[src/rtl/chess_clock_sched.sv]
// Two-player chess game-clock scheduler.
// Holds BCD MM:SS total clocks for RED and BLK and one shared round clock for the
// active player. Sequences IDLE/RUN/PAUSE/SWITCH/TIMEOUT. A single prescaler
// produces the 1 s tick that counts down whichever player is active.
module chess_clock_sched #(
  parameter int unsigned TICKS_PER_SEC = 100,
  parameter logic [15:0] TOTAL_INIT    = 16'h1000,
  parameter logic [15:0] ROUND_MAX     = 16'h0100,
  parameter logic [15:0] ROUND_MIN     = 16'h0015
) (
  input  logic        clk_100Hz,
  input  logic        rst_n,
  input  logic        start,
  input  logic        move_req,
  input  logic        swap,
  output logic        move_ack,
  output logic        turn,
  output logic        run,
  output logic [15:0] total_red,
  output logic [15:0] total_blk,
  output logic [15:0] round_clk,
  output logic [15:0] clock,
  output logic        times_up,
  output logic        loser,
  output logic [2:0]  state
);

  // Round clock reload: clamp a total into [ROUND_MIN, ROUND_MAX]. Unsigned compare
  // of packed BCD words orders MM:SS values correctly.
  function automatic logic [15:0] reload(input logic [15:0] t);
    logic [15:0] r;
    if (t > ROUND_MAX) begin
      r = ROUND_MAX;
    end else if (t > ROUND_MIN) begin
      r = t;
    end else begin
      r = ROUND_MIN;
    end
    return r;
  endfunction

  // One-second BCD MM:SS decrement, saturating at 00:00. Seconds units borrow from
  // seconds tens (wrapping 0 -> 5), which borrow from minutes.
  function automatic logic [15:0] bcd_dec_sat(input logic [15:0] t);
    logic [3:0] mt, mu, st, su;
    {mt, mu, st, su} = t;
    if (t != 16'h0000) begin
      if (su != 4'd0) begin
        su = su - 4'd1;
      end else begin
        su = 4'd9;
        if (st != 4'd0) begin
          st = st - 4'd1;
        end else begin
          st = 4'd5;
          if (mu != 4'd0) begin
            mu = mu - 4'd1;
          end else begin
            mu = 4'd9;
            mt = mt - 4'd1;
          end
        end
      end
    end
    return {mt, mu, st, su};
  endfunction

  localparam int unsigned PW = (TICKS_PER_SEC > 1) ? $clog2(TICKS_PER_SEC) : 1;
  localparam logic [PW-1:0] PRESC_LAST = PW'(TICKS_PER_SEC - 1);
  localparam logic [15:0]   ROUND_INIT = reload(TOTAL_INIT);

  typedef enum logic [2:0] {
    ST_IDLE    = 3'd0,
    ST_RUN     = 3'd1,
    ST_PAUSE   = 3'd2,
    ST_SWITCH  = 3'd3,
    ST_TIMEOUT = 3'd4
  } state_e;

  state_e        state_q, state_d;
  logic          turn_q, turn_d;
  logic          loser_q, loser_d;
  logic          show_q, show_d;
  logic          req_armed_q, req_armed_d;
  logic          run_q, run_d;
  logic          move_ack_q, move_ack_d;
  logic          times_up_q, times_up_d;
  logic [15:0]   total_red_q, total_red_d;
  logic [15:0]   total_blk_q, total_blk_d;
  logic [15:0]   round_q, round_d;
  logic [PW-1:0] presc_q, presc_d;
  logic          sec_tick;
  logic          reinit;

  // Next-state and datapath: prescaler, countdown, turn switch and timeout handling.
  always_comb begin
    state_d     = state_q;
    turn_d      = turn_q;
    loser_d     = loser_q;
    show_d      = show_q ^ swap;
    req_armed_d = req_armed_q | ~move_req;
    total_red_d = total_red_q;
    total_blk_d = total_blk_q;
    round_d     = round_q;
    presc_d     = presc_q;
    sec_tick    = 1'b0;
    reinit      = 1'b0;

    unique case (state_q)
      ST_IDLE: begin
        presc_d = '0;
        if (start) begin
          state_d = ST_RUN;
        end
      end

      ST_RUN: begin
        sec_tick = (presc_q == PRESC_LAST);
        presc_d  = sec_tick ? '0 : presc_q + PW'(1);
        if (sec_tick) begin
          if (turn_q) begin
            total_blk_d = bcd_dec_sat(total_blk_q);
          end else begin
            total_red_d = bcd_dec_sat(total_red_q);
          end
          round_d = bcd_dec_sat(round_q);
        end
        // Expiry beats a pause or a move landing on the same cycle.
        if (sec_tick && (round_q == 16'h0001)) begin
          state_d = ST_TIMEOUT;
          loser_d = turn_q;
        end else if (start) begin
          state_d = ST_PAUSE;
        end else if (move_req && req_armed_q) begin
          state_d = ST_SWITCH;
        end
      end

      ST_PAUSE: begin
        if (start) begin
          state_d = ST_RUN;
        end
      end

      ST_SWITCH: begin
        // Hand the round clock to the incoming player; the request must drop
        // before another switch is accepted.
        presc_d     = '0;
        turn_d      = ~turn_q;
        round_d     = reload(turn_q ? total_red_q : total_blk_q);
        show_d      = 1'b0;
        req_armed_d = 1'b0;
        state_d     = ST_RUN;
      end

      ST_TIMEOUT: begin
        if (start) begin
          reinit = 1'b1;
        end
      end

      default: begin
        reinit = 1'b1;
      end
    endcase

    if (reinit) begin
      state_d     = ST_IDLE;
      turn_d      = 1'b0;
      loser_d     = 1'b0;
      show_d      = 1'b0;
      req_armed_d = 1'b1;
      total_red_d = TOTAL_INIT;
      total_blk_d = TOTAL_INIT;
      round_d     = ROUND_INIT;
      presc_d     = '0;
    end

    run_d      = (state_d == ST_RUN);
    move_ack_d = (state_d == ST_SWITCH);
    times_up_d = (state_d == ST_TIMEOUT);
  end

  // State and datapath registers with synchronous active-low reset.
  always_ff @(posedge clk_100Hz) begin
    if (!rst_n) begin
      state_q     <= ST_IDLE;
      turn_q      <= 1'b0;
      loser_q     <= 1'b0;
      show_q      <= 1'b0;
      req_armed_q <= 1'b1;
      run_q       <= 1'b0;
      move_ack_q  <= 1'b0;
      times_up_q  <= 1'b0;
      total_red_q <= TOTAL_INIT;
      total_blk_q <= TOTAL_INIT;
      round_q     <= ROUND_INIT;
      presc_q     <= '0;
    end else begin
      state_q     <= state_d;
      turn_q      <= turn_d;
      loser_q     <= loser_d;
      show_q      <= show_d;
      req_armed_q <= req_armed_d;
      run_q       <= run_d;
      move_ack_q  <= move_ack_d;
      times_up_q  <= times_up_d;
      total_red_q <= total_red_d;
      total_blk_q <= total_blk_d;
      round_q     <= round_d;
      presc_q     <= presc_d;
    end
  end

  assign move_ack  = move_ack_q;
  assign turn      = turn_q;
  assign run       = run_q;
  assign times_up  = times_up_q;
  assign loser     = loser_q;
  assign total_red = total_red_q;
  assign total_blk = total_blk_q;
  assign round_clk = round_q;
  assign state     = state_q;
  assign clock     = show_q ? (turn_q ? total_blk_q : total_red_q) : round_q;

endmodule

[config.mk]
export PLATFORM = sky130hd
export DESIGN_NAME = chess_clock_sched
export DESIGN_NICKNAME = d
export VERILOG_FILES = /design/src/rtl/chess_clock_sched.sv
export SDC_FILE = /design/constraint.sdc
export NUM_CORES = 1
export LEC_CHECK = 0
export ABC_CLOCK_PERIOD_IN_PS = 4350
export CORE_MARGIN = 8
export CORE_UTILIZATION = 56
export CTS_CLUSTER_DIAMETER = 40
export DETAILED_ROUTE_END_ITERATION = 12
export GPL_TIMING_DRIVEN = 1
export HOLD_SLACK_MARGIN = 0.05
export PLACE_DENSITY_LB_ADDON = 0.1
export SETUP_SLACK_MARGIN = 0.15
export SLEW_MARGIN = 20
export SYNTH_ARGS = -nofsm -noshare
export SYNTH_HDL_FRONTEND = slang
export SYNTH_SLANG_ARGS = --single-unit
[constraint.sdc]
create_clock -name clk_100Hz -period 4.35 [get_ports clk_100Hz]
set_input_delay 0.87 -clock clk_100Hz [delete_from_list [all_inputs] [get_ports clk_100Hz]]
set_output_delay 0.87 -clock clk_100Hz [all_outputs]
set_load 0.01 [all_outputs]
==> qor.yml <==
floorplanning:
  core_mm2: 0.006386
  dieArea_mm2: 0.009463
  rows: 29
  io-pin-count: 77
  die_y_um: 97.28
  fp.dieW_um: 97.28
  start_util_pct: 57.93
sta:
  tns_ns: 0
  setup-violations-final: 0
  final_hold_viol_count: 0
  drv_slew: 0
  post-route-period-util_pct: 72.57
  finalCriticalPeriod_ns: 3.157
  clock_skew_ns: 0.008096
  rsz0062_at_grt: "false"
  tightestPinTransition_ns: 1.032
  max_freq_ghz: 0.3168
  max-slew-margin-rel_pct: 31.10
critical_path:
  cp_cell_sequence: "mux2i_1 -> a21oi_1 -> clkdlybuf4s50_1"
  crit_path_max_fanout: 39
  critPathCaptureType: "output pin"
  critPathKind: "flip-flop to output pin"
  path_delay_family: "flip-flops"
  worstPathArrival_ns: 2.29
  path_buf_inv: 1
  worst_path_largest_cell_delay_ns: 0.90
  critPathLaunchType: "flip-flop"
  crit_slowest_cell: "dfxtp_2"
  required_ns: 3.48
logic_synthesis:
  yosys_warnings: 0
  yosysTopAreaCellShare_pct: 35.17
  synth_flop_cell: "dfxtp_1"
  synth_area_leaders: "dfxtp_1, nor2_1, a21oi_1"
  ys_seq_area_share_pct: 35.17
  synth_edf_count: 0
  synth.ff_latch_count: 65
  synth_top_area_cell: "dfxtp_1"
  syn_area_per_cell_um2: 7.906
  synth.distinct_cells: 59
  syn_nets: 480
  async_flop_share_pct: 0
  syn-instance-count: 468
  syn_area_mm2: 0.003700
layout:
  multi_input_area_mm2: 0.002242
  drive_gt1_share_pct: 6.729
  seq_area_mm2: 0.001303
  area_delta_synth_final_pct: 27.05
  nFillCells: 499
  nNetsFinal: 542
  antennaDiodeCount: 0
global_routing:
  grt_first_pass_wirelength_um: 18020
  grt_use_total_pct: 22.38
  overflow: 0
  grt_pass1_vias: 3523
  grt_max_degree: 41
  antenna_found_initial: 0
clock_network:
  clock_path_buffers: 2
  cts_tree: "built"
  clk_pin_slew_ns: 0.08
  cts_max_level: 3
  clock_tree.root_cell: "clkbuf_8"
  hold_buffers: 0
  cts_buffers: 9
  ctsResizeCount: 0
  worstSkewPairLatency_ns: 0.35
  post_cts_buffers: 0
  cts_num_sinks: 65
drt:
  wirelength_um: 10910
  vias_per_cell: 6.239
  routedWlPerCell_um: 17.82
  vias: 3818
  first_pass_iters: 5
  dr.first_iter.drc_count: 375
  ant_nets: 0
  route.detailed.drc: 0
power:
  design_power_total_w: 0.001344
  power_frac_seq_pct: 46.4
  p_leak_nw: 1.596
  intPower_w: 0.001009
  p_sw_w: 0.0003357
  worst_ir_drop_vdd_v: 0.0002726
  swShare_pct: 24.97
  clkPwrFrac_pct: 43.7
  pwr-share-comb_pct: 10.0
  p_per_area_mw_per_mm2: 286.0
worst_hold_path:
  hold_path_class: "flip-flop to flip-flop"
job:
  drv_cap: 0
placement:
  place_hpwl_um: 7927
  io_buffers: 76
  gp_congestion: 0.8744
run_status:
  status: "complete, no violations"
metrics by stage:
| step | setup WS, ns | instance area [um^2] | util, % | hold slack (ns) | cells |
|---|---|---|---|---|---|
| global placement | 1.585 | 4473 | 70.04 | 0.4474 | 596 |
| detailed placement | 1.522 | 4473 | 70.04 | 0.4605 | 596 |
| global route | 1.095 | 4701 | 73.61 | 0.5045 | 612 |
| finish | 1.193 | 4701 | 73.61 | 0.4769 | 612 |
| CTS | 1.223 | 4701 | 73.61 | 0.4759 | 612 |
| floorplan | 1.636 | 3700 | - | 0.4226 | 468 |
power by group through the flow:
stage | Clock, W | Sequential, W | Combinational, W
6_report | 0.000587 | 0.000623 | 0.000134
2_1_floorplan | 0 | 0.000623 | 0.0000828
5_1_grt | 0.000619 | 0.000625 | 0.000146
3_3_place_gp | 0 | 0.000636 | 0.000132
3_5_place_dp | 0 | 0.000636 | 0.000133
4_1_cts | 0.000593 | 0.000623 | 0.000135
synthesized netlist by cell type, types with 3 or more instances:
master	instances
nand4b_1	5
ha_1	7
nor4_1	15
nor2_1	63
xor2_1	7
o41ai_1	3
a211oi_1	4
a22oi_1	3
a21oi_1	44
nor2b_1	4
and3_1	3
or2_2	5
or3_1	9
nand2_1	35
dfxtp_1	65
clkbuf_1	23
nand2b_1	4
xnor2_1	9
nor3_1	8
o31a_1	3
nand3_1	11
buf_1	3
o21ai_0	28
inv_1	13
mux2i_1	20
nand4_1	8
or4_1	7
mux2_2	5
o2111ai_1	4
o211ai_1	4
or3b_1	3
o21a_1	3
worst reg2reg max path, cell delays in order (launching register included):
cell and delay (ns):
dfxtp_1 0.36, or4b_1 0.69, nor4_2 0.58, o2111ai_1 0.46
or3b_2 0.57, a21oi_1 0.15
registers in the layout, indices dropped and copies added, names as in the netlist:
| register | cells |
|---|---|
| loser | 1 |
| move_ack | 1 |
| presc_q | 7 |
| req_armed_q | 1 |
| round_clk | 16 |
| run | 1 |
| show_q | 1 |
| state | 3 |
| times_up | 1 |
| total_blk | 16 |
| total_red | 16 |
| turn | 1 |
logic make-up after synthesis:
logic type	count (synthesis)	synth area share, %
AO/OA/AOI/OAI	121	20.43
XOR/XNOR	16	3.788
adder cells (fa/ha/maj)	7	2.367
buffers and inverters	41	4.227
flip-flops	65	35.17
multiplexers	25	6.933
AND/OR/NAND/NOR	193	27.09
metal layers:
metal,track usage [%],up-vias,routed length (um)
met5,0,-,0
met4,7.809,0,133
met3,5.761,15,891
met2,34.58,163,4908
met1,29.33,1799,4972
li1,-,1841,-
layout make-up:
class	count	share of cell area (%)
clock buffers	10	2.928
inverters	13	1.038
flip-flops and latches	65	27.71
multi-input cells	362	47.70
clock inverters	6	1.916
repair buffers	79	16.66
well taps	77	2.050
layout by cell type, fill, tap and decap left out, drive strengths merged, types with 4 or more instances in the layout:
master         count
xnor2              9
nor3               8
a21oi             44
clkbuf            10
mux2               5
or3b               5
nand3             11
nand2             35
clkdlybuf4s50     76
o2111ai            4
inv               14
ha                 7
o21ai             29
or2                5
nor2b              4
or4                8
dfxtp             65
nand4              8
or3                9
nor4              16
a211oi             4
mux2i             20
nand4b             5
nor2              63
nand2b             4
o211ai             4
xor2               7
worst paths after layout:
path | startpoint | endpoint | slack, ns | cells past startpoint
worst max-delay path | turn | clock[5] | 1.19 | 3
worst max register to register | presc_q[3] | total_red[15] | 1.46 | 5
worst min register to register | presc_q[6] | presc_q[6] | 0.48 | 1
worst min-delay path | presc_q[6] | presc_q[6] | 0.48 | 1
Note: power is estimated with default switching activity, not from simulation.
